===== src/rtl/arb_pkg.sv =====
// Shared types, sizes and the round-robin pick function for the 4-requester arbiter.
package arb_pkg;

    localparam int NUM_REQ = 4;
    localparam int SEL_W   = 2;
    localparam int CNT_W   = 8;

    typedef logic [SEL_W-1:0] sel_t;

    typedef enum logic {
        SLOT_EMPTY = 1'b0,
        SLOT_FULL  = 1'b1
    } slot_state_t;

    typedef struct packed {
        logic found;
        sel_t sel;
    } pick_t;

    // Search order starts just after the last winner and ends on it, so the last winner has lowest priority.
    function automatic pick_t rr_pick(input logic [NUM_REQ-1:0] valid, input sel_t last);
        pick_t r;
        sel_t  idx;
        r.found = 1'b0;
        r.sel   = 2'd0;
        for (int k = 1; k <= NUM_REQ; k++) begin
            idx = last + sel_t'(k);
            if (!r.found && valid[idx]) begin
                r.found = 1'b1;
                r.sel   = idx;
            end else begin
                r = r;
            end
        end
        return r;
    endfunction

endpackage


===== src/rtl/rr_arb4_mux_if.sv =====
// Requester/consumer bus of rr_arb4_mux; io_grant_cnt exists only when ARB_GRANT_CNT_EN is defined.
interface rr_arb4_mux_if #(parameter int DATA_W = 2);
    import arb_pkg::*;

    logic [NUM_REQ-1:0] io_in_valid;
    logic [DATA_W-1:0]  io_in_data_0;
    logic [DATA_W-1:0]  io_in_data_1;
    logic [DATA_W-1:0]  io_in_data_2;
    logic [DATA_W-1:0]  io_in_data_3;
    logic [NUM_REQ-1:0] io_in_ready;
    logic               io_out_valid;
    logic               io_out_ready;
    logic [DATA_W-1:0]  io_out_data;
    sel_t               io_out_sel;
`ifdef ARB_GRANT_CNT_EN
    logic [NUM_REQ*CNT_W-1:0] io_grant_cnt;

    modport master (
        output io_in_valid, io_in_data_0, io_in_data_1, io_in_data_2, io_in_data_3, io_out_ready,
        input  io_in_ready, io_out_valid, io_out_data, io_out_sel, io_grant_cnt
    );
    modport slave (
        input  io_in_valid, io_in_data_0, io_in_data_1, io_in_data_2, io_in_data_3, io_out_ready,
        output io_in_ready, io_out_valid, io_out_data, io_out_sel, io_grant_cnt
    );
`else
    modport master (
        output io_in_valid, io_in_data_0, io_in_data_1, io_in_data_2, io_in_data_3, io_out_ready,
        input  io_in_ready, io_out_valid, io_out_data, io_out_sel
    );
    modport slave (
        input  io_in_valid, io_in_data_0, io_in_data_1, io_in_data_2, io_in_data_3, io_out_ready,
        output io_in_ready, io_out_valid, io_out_data, io_out_sel
    );
`endif

endinterface


===== src/rtl/rr_arb4_mux_rr_pick4.sv =====
// Combinational round-robin rotation: picks the next valid requester after last.
module rr_pick4
    import arb_pkg::*;
(
    input  logic [NUM_REQ-1:0] valid_i,
    input  sel_t               last_i,
    output logic               found_o,
    output sel_t               winner_o
);

    pick_t pick_s;

    // Rotate priority around the previous winner.
    always_comb begin
        pick_s   = rr_pick(valid_i, last_i);
        found_o  = pick_s.found;
        winner_o = pick_s.sel;
    end

endmodule


===== src/rtl/rr_arb4_mux.sv =====
// Round-robin 4-to-1 arbiter feeding a single registered output slot.
// Optional per-requester saturating grant counters under ARB_GRANT_CNT_EN.
module rr_arb4_mux
    import arb_pkg::*;
#(
    parameter int DATA_W = 2
) (
    input  logic          clock,
    input  logic          reset,
    rr_arb4_mux_if.slave  bus
);

    slot_state_t        state_q, state_d;
    logic [DATA_W-1:0]  data_q, data_d;
    sel_t               sel_q, sel_d;
    sel_t               last_q, last_d;
    logic               found_s;
    sel_t               winner_s;
    logic               can_load_s;
    logic               load_s;
    logic [NUM_REQ-1:0] in_ready_s;
    logic [DATA_W-1:0]  mux_data_s;

    rr_pick4 u_pick (
        .valid_i  (bus.io_in_valid),
        .last_i   (last_q),
        .found_o  (found_s),
        .winner_o (winner_s)
    );

    // Input payload selector driven by the arbiter's winner.
    always_comb begin
        mux_data_s = '0;
        case (winner_s)
            2'd0:    mux_data_s = bus.io_in_data_0;
            2'd1:    mux_data_s = bus.io_in_data_1;
            2'd2:    mux_data_s = bus.io_in_data_2;
            default: mux_data_s = bus.io_in_data_3;
        endcase
    end

    // Slot next-state: a full slot being drained this cycle may be refilled in the same cycle.
    always_comb begin
        state_d    = state_q;
        data_d     = data_q;
        sel_d      = sel_q;
        last_d     = last_q;
        can_load_s = (state_q == SLOT_EMPTY) || bus.io_out_ready;
        load_s     = can_load_s && found_s && !reset;
        in_ready_s = load_s ? (4'b0001 << winner_s) : 4'b0000;
        case (state_q)
            SLOT_EMPTY: begin
                if (load_s) state_d = SLOT_FULL;
                else        state_d = SLOT_EMPTY;
            end
            SLOT_FULL: begin
                if (load_s)                 state_d = SLOT_FULL;
                else if (bus.io_out_ready)  state_d = SLOT_EMPTY;
                else                        state_d = SLOT_FULL;
            end
            default: state_d = SLOT_EMPTY;
        endcase
        if (load_s) begin
            data_d = mux_data_s;
            sel_d  = winner_s;
            last_d = winner_s;
        end else begin
            data_d = data_q;
            sel_d  = sel_q;
            last_d = last_q;
        end
    end

    // Slot and priority-pointer registers; last resets to 3 so requester 0 wins first.
    always_ff @(posedge clock) begin
        if (reset) begin
            state_q <= SLOT_EMPTY;
            data_q  <= '0;
            sel_q   <= 2'd0;
            last_q  <= 2'd3;
        end else begin
            state_q <= state_d;
            data_q  <= data_d;
            sel_q   <= sel_d;
            last_q  <= last_d;
        end
    end

    assign bus.io_in_ready  = in_ready_s;
    assign bus.io_out_valid = (state_q == SLOT_FULL);
    assign bus.io_out_data  = data_q;
    assign bus.io_out_sel   = sel_q;

`ifdef ARB_GRANT_CNT_EN
    logic [CNT_W-1:0]         cnt_q [NUM_REQ];
    logic [CNT_W-1:0]         cnt_d [NUM_REQ];
    logic [NUM_REQ*CNT_W-1:0] cnt_flat_s;

    // Grant counters stick at 8'hFF rather than wrapping.
    always_comb begin
        for (int i = 0; i < NUM_REQ; i++) begin
            cnt_d[i] = cnt_q[i];
            if (load_s && (winner_s == sel_t'(i)) && (cnt_q[i] != 8'hFF)) begin
                cnt_d[i] = cnt_q[i] + 8'd1;
            end else begin
                cnt_d[i] = cnt_q[i];
            end
            cnt_flat_s[i*CNT_W +: CNT_W] = cnt_q[i];
        end
    end

    // Counter registers.
    always_ff @(posedge clock) begin
        if (reset) begin
            for (int i = 0; i < NUM_REQ; i++) cnt_q[i] <= 8'h00;
        end else begin
            for (int i = 0; i < NUM_REQ; i++) cnt_q[i] <= cnt_d[i];
        end
    end

    assign bus.io_grant_cnt = cnt_flat_s;
`endif

endmodule


===== src/flat_wrapper.sv =====
// flat-port wrapper written by rule: the top's interface ports become plain ports
module rr_arb4_mux_flat import arb_pkg::*;
#(
    parameter int DATA_W = 2
)
  (clock, reset, bus_io_in_valid, bus_io_in_data_0, bus_io_in_data_1, bus_io_in_data_2, bus_io_in_data_3, bus_io_out_ready, bus_io_in_ready, bus_io_out_valid, bus_io_out_data, bus_io_out_sel);
  rr_arb4_mux_if #(.DATA_W(DATA_W)) bus_i ();
  input  logic clock;
  input  logic reset;
  input wire logic [$bits(bus_i.io_in_valid)-1:0] bus_io_in_valid;
  input wire logic [$bits(bus_i.io_in_data_0)-1:0] bus_io_in_data_0;
  input wire logic [$bits(bus_i.io_in_data_1)-1:0] bus_io_in_data_1;
  input wire logic [$bits(bus_i.io_in_data_2)-1:0] bus_io_in_data_2;
  input wire logic [$bits(bus_i.io_in_data_3)-1:0] bus_io_in_data_3;
  input wire logic [$bits(bus_i.io_out_ready)-1:0] bus_io_out_ready;
  output wire logic [$bits(bus_i.io_in_ready)-1:0] bus_io_in_ready;
  output wire logic [$bits(bus_i.io_out_valid)-1:0] bus_io_out_valid;
  output wire logic [$bits(bus_i.io_out_data)-1:0] bus_io_out_data;
  output wire logic [$bits(bus_i.io_out_sel)-1:0] bus_io_out_sel;
  assign bus_i.io_in_valid = bus_io_in_valid;
  assign bus_i.io_in_data_0 = bus_io_in_data_0;
  assign bus_i.io_in_data_1 = bus_io_in_data_1;
  assign bus_i.io_in_data_2 = bus_io_in_data_2;
  assign bus_i.io_in_data_3 = bus_io_in_data_3;
  assign bus_i.io_out_ready = bus_io_out_ready;
  assign bus_io_in_ready = bus_i.io_in_ready;
  assign bus_io_out_valid = bus_i.io_out_valid;
  assign bus_io_out_data = bus_i.io_out_data;
  assign bus_io_out_sel = bus_i.io_out_sel;
  rr_arb4_mux #(.DATA_W(DATA_W)) u_core (.clock(clock), .reset(reset), .bus(bus_i));
endmodule

===== config.mk =====
export PLATFORM = sky130hd
export DESIGN_NAME = rr_arb4_mux_flat
export DESIGN_NICKNAME = d
export VERILOG_FILES = /design/src/rtl/arb_pkg.sv /design/src/rtl/rr_arb4_mux_if.sv /design/src/rtl/rr_arb4_mux_rr_pick4.sv /design/src/rtl/rr_arb4_mux.sv /design/src/flat_wrapper.sv
export SDC_FILE = /design/constraint.sdc
export NUM_CORES = 1
export LEC_CHECK = 0
export ABC_AREA = 1
export CORE_MARGIN = 3
export CORE_UTILIZATION = 44
export DETAILED_ROUTE_END_ITERATION = 7
export PLACE_DENSITY_LB_ADDON = 0.15
export RECOVER_POWER = 100
export SYNTH_ARGS = -nofsm -noshare
export SYNTH_HDL_FRONTEND = slang
export SYNTH_SLANG_ARGS = --single-unit

===== constraint.sdc =====
create_clock -name clock -period 1.9 [get_ports clock]
set_clock_uncertainty 0.2 [all_clocks]
set_input_delay 0.285 -clock clock [delete_from_list [all_inputs] [get_ports clock]]
set_output_delay 0.285 -clock clock [all_outputs]
set_load 0.05 [all_outputs]

==> results.py, run 1 <==
metrics = {
    "synth": {
        "synth.distinct_cells": 21,
        "ys.flop_type": "dfxtp_1",
        "syn_area_um2": 721,
        "synth_edf_count": 0,
        "ys_warn_count": 0,
        "ys_top_cells_by_area": "nand2_1 20%, dfxtp_1 19%, nand2_2 7.8%",
        "syn_inst": 117,
        "synth_top_cell_by_area": "nand2_1",
        "syn-num-nets": 132,
        "syn_area_per_cell_um2": 6.16,
        "synth_top_area_share_pct": 19.8,
        "yosys_register_bits": 7,
        "synthArstFlopShare_pct": 0,
        "yosysSeqAreaShare_pct": 19.4,
    },
    "timing": {
        "grt-worst-endpoint": "bus_io_in_ready[0]",
        "worst_endpoint_kind": "top-level output",
    },
    "cts": {
        "clock_tree.root_cell": "clkbuf_4",
        "clock_sinks": 7,
        "ctsHtreeMaxLevel": 1,
        "cts_max_path_buffers": 2,
        "cts_buffers": 3,
    },
    "floorplan": {
        "ios": 24,
        "chipWidth_um": 46.5,
        "initial_core_util_pct": 50.9,
        "row_count": 13,
        "die_h_um": 46.5,
    },
    "global_route": {
        "grt_max_degree": 10,
    },
    "placement": {
        "post-dp-hpwl_um": 2000,
        "post_dp_cell_area_um2": 1240,
        "port-buffer-count": 23,
        "gp_congestion": 0.744,
    },
    "run_status": {
        "outcome": "did not finish",
        "stop_stage": "5_1_grt",
        "firstError": "[ERROR DPL-0038] Utilization greater than 100%, impossible to legalize",
    },
}
[synth_stat cells (2+ instances only)]
cell      count
a21oi_1       4
nand2_2       9
inv_2         5
nand3_1      10
nand3_2       5
inv_1        14
clkinv_2      2
o21ai_0       3
nand2_1      38
o21ai_1       2
nand2_4       3
dfxtp_1       7
nor2_1        7
[per-stage QoR]
stage	util [%]	worst slack, ns	instances	hold WS, ns
2_1_floorplan	-	-0.119	117	0.154
3_3_place_gp	87.4	-0.427	175	0.249
3_5_place_dp	87.4	-0.496	175	0.255
4_1_cts	93.5	-0.427	184	0.264
[logic make-up after synthesis]
family	Yosys count	share of synthesized area [%]
AO/OA/AOI/OAI	10	9.20
buffers and inverters	22	12.3
flip-flops	7	19.4
AND/OR/NAND/NOR	78	59.0
[what timing repair did]
| item | 4_1_cts |
|---|---|
| resized for setup | 13 |
| endpoints found under the setup margin | 8 |
| cloned | 0 |
| buffers inserted | 5 |
| hold buffers | 0 |
| pin swaps | 15 |
==> run 2: changes to the inputs <==
- CORE_AREA: unset -> 3 3 64 66
- CORE_MARGIN: 3 -> unset
- CORE_UTILIZATION: 44 -> unset
- DIE_AREA: unset -> 0 0 67 69
==> results.py, run 2 <==
metrics = {
    "run_status": {
        "outcome": "complete, but fails checks",
        "violations": "setup timing",
    },
    "cts": {
        "ctsHoldBuffers": 0,
        "cts_max_path_buffers": 2,
        "clkTransAtPathRegs_ns": 0.04,
        "ctsHtreeMaxLevel": 1,
        "cts_buffers": 3,
        "insertion_delay_ns": 0.23,
        "cts_tree": "done",
        "clock_tree.root_cell": "clkbuf_8",
        "clock_sinks": 7,
    },
    "synth": {
        "ys_top_cells_by_area": "nand2_1 20%, dfxtp_1 19%, nand2_2 7.8%",
        "synthArstFlopShare_pct": 0,
        "synth_common_cells": "38 x nand2_1, 14 x inv_1, 10 x nand3_1, 9 x nand2_2",
        "syn-num-nets": 132,
        "synth-compound-area-share_pct": 9.20,
        "synth_top_family_by_area": "simple AND/OR/NAND/NOR gates",
        "yosys_register_bits": 7,
        "synth_top_area_share_pct": 19.8,
        "synth.most_common_cell": "nand2_1",
        "muxShareOfSynthArea_pct": 0,
        "ys.flop_type": "dfxtp_1",
        "synthXorXnorAreaFrac_pct": 0,
        "ys_warn_count": 0,
        "syn_inst": 117,
        "synth_top_cell_by_area": "nand2_1",
        "yosysSeqAreaShare_pct": 19.4,
        "synth.distinct_cells": 21,
        "synth_simple_gate_area_share_pct": 59.0,
        "syn_area_um2": 721,
        "synth_edf_count": 0,
        "syn_area_per_cell_um2": 6.16,
        "synth_adder_area_share_pct": 0,
    },
    "critical_path": {
        "cpMostUsedCell": "nand2_4",
        "critPathTopFamily": "simple AND/OR/NAND/NOR gates",
        "endpoint_kind": "output pin",
        "cp_max_fo": 5,
        "path_cells": "buf_8 -> nand2_4 -> nand2_4 -> nand2_2 -> nand2_4 -> inv_4 -> nand3_4 -> nand3_4 -> inv_4 -> nand2_4 -> nor2_4 -> buf_12",
        "worstSetupPathType": "reg2out",
        "critPathLaunchType": "register",
        "cpPeakStageDelay_ns": 0.39,
        "worstPathRequired_ns": 1.41,
        "crit_arrival_ns": 1.77,
        "critical_path_buf_inv_count": 4,
        "slowest_stage": "dfxtp_4",
    },
    "job": {
        "drv_cap": 0,
    },
    "drt": {
        "viasPerCell": 4.07,
        "wire_per_inst_um": 10.3,
        "drt_iter0_drc": 15,
        "ant_nets": 0,
        "drtPass1Iterations": 4,
        "via_count": 887,
        "wl_um": 2240,
        "route.detailed.drc": 0,
    },
    "global_route": {
        "grt_pass1_vias": 862,
        "grt_util_met1_pct": 14.4,
        "track_usage_pct": 10.3,
        "grt_pass1_wl_um": 3810,
        "grt_util_met3_pct": 0.977,
        "grt_max_degree": 10,
        "grt-busiest-layer": "met2",
        "grt_overflow": 0,
        "grt_use_met2_pct": 16.0,
        "grt_antenna_before_repair": 0,
    },
    "cells_and_area": {
        "stdcell_area_um2": 1540,
        "fillCellCount": 389,
        "final_common_cell": "buf_4",
        "num-nets-final": 186,
        "drive_gt1_share_pct": 60.0,
        "layout_common_cells": "23 x buf_4, 18 x nand2_4, 17 x nand2_1",
        "areaGrowthSynthToFinish_pct": 114,
        "stdcell_count": 218,
        "antenna_cells": 0,
        "register_area_um2": 148,
        "multiInputGateArea_um2": 724,
        "utilization_pct": 42.5,
    },
    "timing": {
        "finalSetupViolCount": 6,
        "post-route-worst-setup-slack_ns": -0.356,
        "worst_slew_margin_rel_pct": 60.0,
        "hold_violations": 0,
        "report.final.slew_viol_count": 0,
        "rsz0062_at_grt": "yes",
        "fin_crit_sh_pct": 119,
        "max_freq_mhz": 443,
        "period_needed_ns": 2.26,
        "tightest_slew_ns": 0.603,
    },
    "floorplan": {
        "die_h_um": 69,
        "ios": 24,
        "initial_core_util_pct": 19.8,
        "row_count": 22,
        "chipWidth_um": 67,
        "core_region_area_um2": 3630,
        "dieArea_um2": 4620,
    },
    "placement": {
        "gp_congestion": 0.798,
        "post-dp-hpwl_um": 1770,
        "port-buffer-count": 23,
        "post_dp_cell_area_um2": 1290,
        "placed_cells": 208,
    },
    "min_path": {
        "min_path_type": "reg2reg",
    },
}
==> run 2: path summary, 6_finish.rpt <==
check	startpoint	endpoint	slack (ns)	cells after the start
max	u_core.last_q[0]	bus_io_in_ready[2]	-0.36	12
min	u_core.bus.io_out_data[1]	u_core.bus.io_out_data[1]	0.27	2
max reg2reg	u_core.last_q[0]	u_core.bus.io_out_data[0]	-0.13	16
min reg2reg	u_core.bus.io_out_data[1]	u_core.bus.io_out_data[1]	0.27	2
==> run 2: area by class of cell <==
cell class              count  share of cell area, %
inverters                  21                   6.40
repair buffers             50                   30.3
clock buffers               4                   2.92
well taps                  48                   3.89
flip-flops and latches      7                   9.56
multi-input cells          88                   46.9
==> run 2: cells by family (layout without fill, tap and decap cells) <==
kind of cell / after synthesis / after routing
AO/OA/AOI/OAI: 10 / 10
buffers and inverters: 22 / 75
AND/OR/NAND/NOR: 78 / 78
flip-flops: 7 / 7
==> run 2: worst register-to-register path, cell delays in order (launching register included) <==
cell and delay [ns]:
dfxtp_4 0.36, buf_8 0.15, nand2_4 0.06, nand2_4 0.06, nand2_2 0.08, nand2_4 0.07, nand2_4 0.09, nand2_4 0.06
nand2_4 0.06, nand2_4 0.06, nor2_8 0.16, buf_12 0.12, buf_8 0.10, o21ai_2 0.05, nand3_1 0.09, nand2_2 0.07
a21oi_2 0.13
==> run 2: timing repair <==
| action | CTS | global route |
|---|---|---|
| cloned | 0 | 0 |
| pin swaps | 17 | 15 |
| setup endpoints to repair | 8 | 9 |
| gates resized for setup | 23 | 34 |
| setup buffers | 5 | 2 |
==> run 2: layer usage <==
layer | vias up | part of all wire [%]
met1 | 401 | 44
met3 | 3 | 2.1
li1 | 473 | -
met2 | 10 | 53
met4 | 0 | 1.4
met5 | - | 0
==> run 2: stage by stage <==
step	worst slack (ns)	setup TNS (ns)	hold WS [ns]
finish	-0.356	-1.60	0.268
global route	-0.458	-2.39	0.286
CTS	-0.359	-1.91	0.263
detailed placement	-0.473	-3.60	0.256
global placement	-0.479	-3.48	0.253
floorplan	-0.119	-0.337	0.154
Power of run 2 is left out: the tool's default activity adds up to more than one toggle a clock period on the data nets, which glitch-free logic cannot reach.
==> run 3: changes to the inputs <==
- MAX_ROUTING_LAYER: unset -> met4
==> results.py, run 3 (same netlist as run 2, synthesis figures left out) <==
metrics = {
    "run_status": {
        "outcome": "complete, but fails checks",
        "violations": "setup timing",
    },
    "drt": {
        "viasPerCell": 4.07,
        "wire_per_inst_um": 10.3,
        "drtPass1Iterations": 4,
        "ant_nets": 0,
        "wl_um": 2250,
        "via_count": 887,
        "drt_iter0_drc": 16,
        "route.detailed.drc": 0,
    },
    "critical_path": {
        "cp_max_fo": 5,
        "crit_arrival_ns": 1.77,
        "critPathLaunchType": "register",
        "worstSetupPathType": "reg2out",
        "worstPathRequired_ns": 1.41,
        "endpoint_kind": "output pin",
    },
    "global_route": {
        "grt_pass1_wl_um": 3810,
        "track_usage_pct": 10.6,
        "grt_overflow": 0,
        "grt_max_degree": 10,
        "grt_antenna_before_repair": 0,
        "grt_pass1_vias": 862,
    },
    "floorplan": {
        "initial_core_util_pct": 19.8,
        "dieArea_um2": 4620,
        "ios": 24,
        "row_count": 22,
        "chipWidth_um": 67,
        "die_h_um": 69,
        "core_region_area_um2": 3630,
    },
    "cells_and_area": {
        "drive_gt1_share_pct": 60.0,
        "num-nets-final": 186,
        "areaGrowthSynthToFinish_pct": 114,
        "antenna_cells": 0,
        "utilization_pct": 42.5,
        "final_common_cell": "buf_4",
        "layout_common_cells": "23 x buf_4, 18 x nand2_4, 17 x nand2_1",
    },
    "timing": {
        "report.final.slew_viol_count": 0,
        "worst_slew_margin_rel_pct": 60.0,
        "period_needed_ns": 2.26,
        "finalSetupViolCount": 6,
        "rsz0062_at_grt": "yes",
        "max_freq_mhz": 443,
        "tightest_slew_ns": 0.603,
        "hold_violations": 0,
        "fin_crit_sh_pct": 119,
        "post-route-worst-setup-slack_ns": -0.358,
    },
    "placement": {
        "gp_congestion": 0.809,
        "post-dp-hpwl_um": 1770,
        "port-buffer-count": 23,
    },
    "cts": {
        "insertion_delay_ns": 0.23,
        "ctsHtreeMaxLevel": 1,
        "cts_buffers": 3,
        "clkTransAtPathRegs_ns": 0.04,
        "clock_tree.root_cell": "clkbuf_8",
        "cts_max_path_buffers": 2,
        "cts_tree": "done",
        "clock_sinks": 7,
    },
    "job": {
        "drv_cap": 0,
    },
    "min_path": {
        "min_path_type": "reg2reg",
    },
}
-- run 3: cell counts in the layout (fill, tap and decap cells not counted) --
No cell type changed its count.
-- run 3: what timing repair did --
action / in CTS / in global routing
pin swaps: 17 / 15
endpoints found under the setup margin: 8 / 9
buffers inserted: 5 / 2
resized for setup: 23 / 34
hold buffers: 0 / 0
-- run 3: area by class of cell --
class | count | area [um2]
multi-input cells | 88 | 724
well taps | 48 | 60.1
repair buffers | 50 | 468
flip-flops and latches | 7 | 148
fillers | 389 | 2090
inverters | 21 | 98.8
clock buffers | 4 | 45.0
-- run 3: metal layers --
layer / global-route usage [%] / up-vias / wire (um)
li1: - / 473 / -
met1: 14.4 / 398 / 989
met2: 16.0 / 12 / 1170
met3: 0.977 / 4 / 54
met4: 4.05 / 0 / 29
met5: - / - / 0
-- run 3: worst max-delay path, cell delays in order, from the launching register on --
cell	delay, ns
dfxtp_4	0.39
buf_8	0.14
nand2_4	0.05
nand2_4	0.08
nand2_2	0.07
nand2_4	0.08
inv_4	0.05
nand3_4	0.12
nand3_4	0.11
inv_4	0.10
nand2_4	0.08
nor2_4	0.13
buf_12	0.14
-- run 3: worst paths after layout --
kind | start | end | slack, ns | cells after the start
worst max register to register | u_core.last_q[0] | u_core.bus.io_out_data[0] | -0.14 | 16
worst min register to register | u_core.bus.io_out_data[1] | u_core.bus.io_out_data[1] | 0.27 | 2
worst max-delay path | u_core.last_q[0] | bus_io_in_ready[2] | -0.36 | 12
worst min-delay path | u_core.bus.io_out_data[1] | u_core.bus.io_out_data[1] | 0.27 | 2
-- run 3: metrics by stage --
step           cell area, um2  setup slack [ns]  std cells  TNS (ns)  hold WS, ns
2_1_floorplan             815            -0.119        117    -0.337        0.154
3_5_place_dp             1290            -0.473        208     -3.60        0.256
5_1_grt                  1540            -0.458        218     -2.39        0.286
4_1_cts                  1430            -0.359        217     -1.91        0.263
3_3_place_gp             1290            -0.479        208     -3.48        0.253
6_report                 1540            -0.358        218     -1.61        0.268
Power of run 3 is left out for the same reason.
==> run 4: changes to the inputs <==
- TNS_END_PERCENT: unset -> 1
==> results.py, run 4 (same netlist as run 2, synthesis figures left out) <==
metrics = {
    "timing": {
        "tightest_slew_ns": 0.605,
        "finalSetupViolCount": 6,
        "rsz0062_at_grt": "yes",
        "max_freq_mhz": 445,
        "fin_setup_tns_ns": -1.66,
        "period_needed_ns": 2.25,
        "worst_slew_margin_rel_pct": 59.9,
        "post-route-worst-setup-slack_ns": -0.348,
        "hold_violations": 0,
        "fin_crit_sh_pct": 118,
        "report.final.slew_viol_count": 0,
    },
    "drt": {
        "viasPerCell": 4.04,
        "via_count": 864,
        "drt_iter0_drc": 13,
        "ant_nets": 0,
        "route.detailed.drc": 0,
        "drtPass1Iterations": 4,
        "wl_um": 2130,
        "wire_per_inst_um": 9.93,
    },
    "critical_path": {
        "crit_arrival_ns": 1.76,
        "worstPathRequired_ns": 1.41,
        "cp_max_fo": 6,
        "critPathLaunchType": "register",
        "worstSetupPathType": "reg2out",
        "endpoint_kind": "output pin",
    },
    "floorplan": {
        "initial_core_util_pct": 19.8,
        "ios": 24,
        "die_h_um": 69,
        "dieArea_um2": 4620,
        "chipWidth_um": 67,
        "core_region_area_um2": 3630,
        "row_count": 22,
    },
    "cts": {
        "clock_tree.root_cell": "clkbuf_8",
        "cts_buffers": 3,
        "insertion_delay_ns": 0.22,
        "ctsHoldBuffers": 0,
        "cts_max_path_buffers": 2,
        "cts_tree": "done",
        "ctsHtreeMaxLevel": 1,
        "clkTransAtPathRegs_ns": 0.04,
        "clock_sinks": 7,
    },
    "cells_and_area": {
        "antenna_cells": 0,
        "utilization_pct": 39.3,
        "final_common_cell": "nand2_1",
        "areaGrowthSynthToFinish_pct": 98.1,
        "stdcell_area_um2": 1430,
        "num-nets-final": 182,
        "layout_common_cells": "23 x nand2_1, 19 x buf_4, 16 x nand2_4",
        "drive_gt1_share_pct": 49.4,
    },
    "run_status": {
        "outcome": "complete, but fails checks",
        "violations": "setup timing",
    },
    "global_route": {
        "grt_max_degree": 10,
        "grt_antenna_before_repair": 0,
        "track_usage_pct": 10.5,
        "grt_pass1_wl_um": 3810,
        "grt_overflow": 0,
        "grt_pass1_vias": 870,
    },
    "placement": {
        "post_dp_cell_area_um2": 1240,
        "port-buffer-count": 23,
        "gp_congestion": 0.746,
        "post-dp-hpwl_um": 1760,
    },
    "min_path": {
        "min_path_type": "reg2reg",
    },
    "job": {
        "drv_cap": 0,
    },
}
==> run 4: cell count changes in the layout (fill, tap and decap cells not counted), sizes merged <==
cell  previous run  this run
buf             31        27
==> run 4: layout make-up <==
cell class	instances	area, um2
clock buffer	4	45.0
tap	48	60.1
fill	395	2210
timing repair buffer	46	422
sequential	7	148
inverter	21	96.3
multi-input combinational	88	657
==> run 4: what timing repair did <==
item                                    4_1_cts  5_1_grt
endpoints found under the setup margin        9        8
pin swaps                                    14       22
resized for setup                            18       24
buffers inserted                              3        2
hold endpoints to repair                      0        0
==> run 4: through the flow <==
step / instances / hold WS [ns] / setup WS [ns]
2_1_floorplan: 117 / 0.154 / -0.129
3_3_place_gp: 205 / 0.253 / -0.482
3_5_place_dp: 205 / 0.253 / -0.519
4_1_cts: 212 / 0.259 / -0.361
5_1_grt: 214 / 0.284 / -0.458
6_report: 214 / 0.256 / -0.348
==> run 4: critical path, cell delays in order, from the launching register on <==
cell and delay, ns:
dfxtp_4 0.37, buf_6 0.14, nand2_4 0.06, nand2_4 0.07, nand2_4 0.07, nand2_4 0.06, nand2_4 0.08, nand2_2 0.05
nand2_2 0.09, nand2_4 0.07, nor2_8 0.15, nand2_4 0.07, nor2_4 0.12, buf_12 0.14
==> run 4: per-layer routing <==
layer	share of wire, %	track usage, %
met5	0	-
met2	52	16.7
met3	2.2	0.977
met4	0.42	3.38
met1	45	13.7
==> run 4: worst paths after layout <==
path	startpoint	to	slack, ns	cells after the start
worst max-delay path	u_core.last_q[0]	bus_io_in_ready[1]	-0.35	13
worst min-delay path	u_core.bus.io_out_data[0]	u_core.bus.io_out_data[0]	0.26	2
worst max register to register	u_core.last_q[0]	u_core.bus.io_out_data[1]	-0.19	13
worst min register to register	u_core.bus.io_out_data[0]	u_core.bus.io_out_data[0]	0.26	2
Power of run 4 is left out for the same reason.
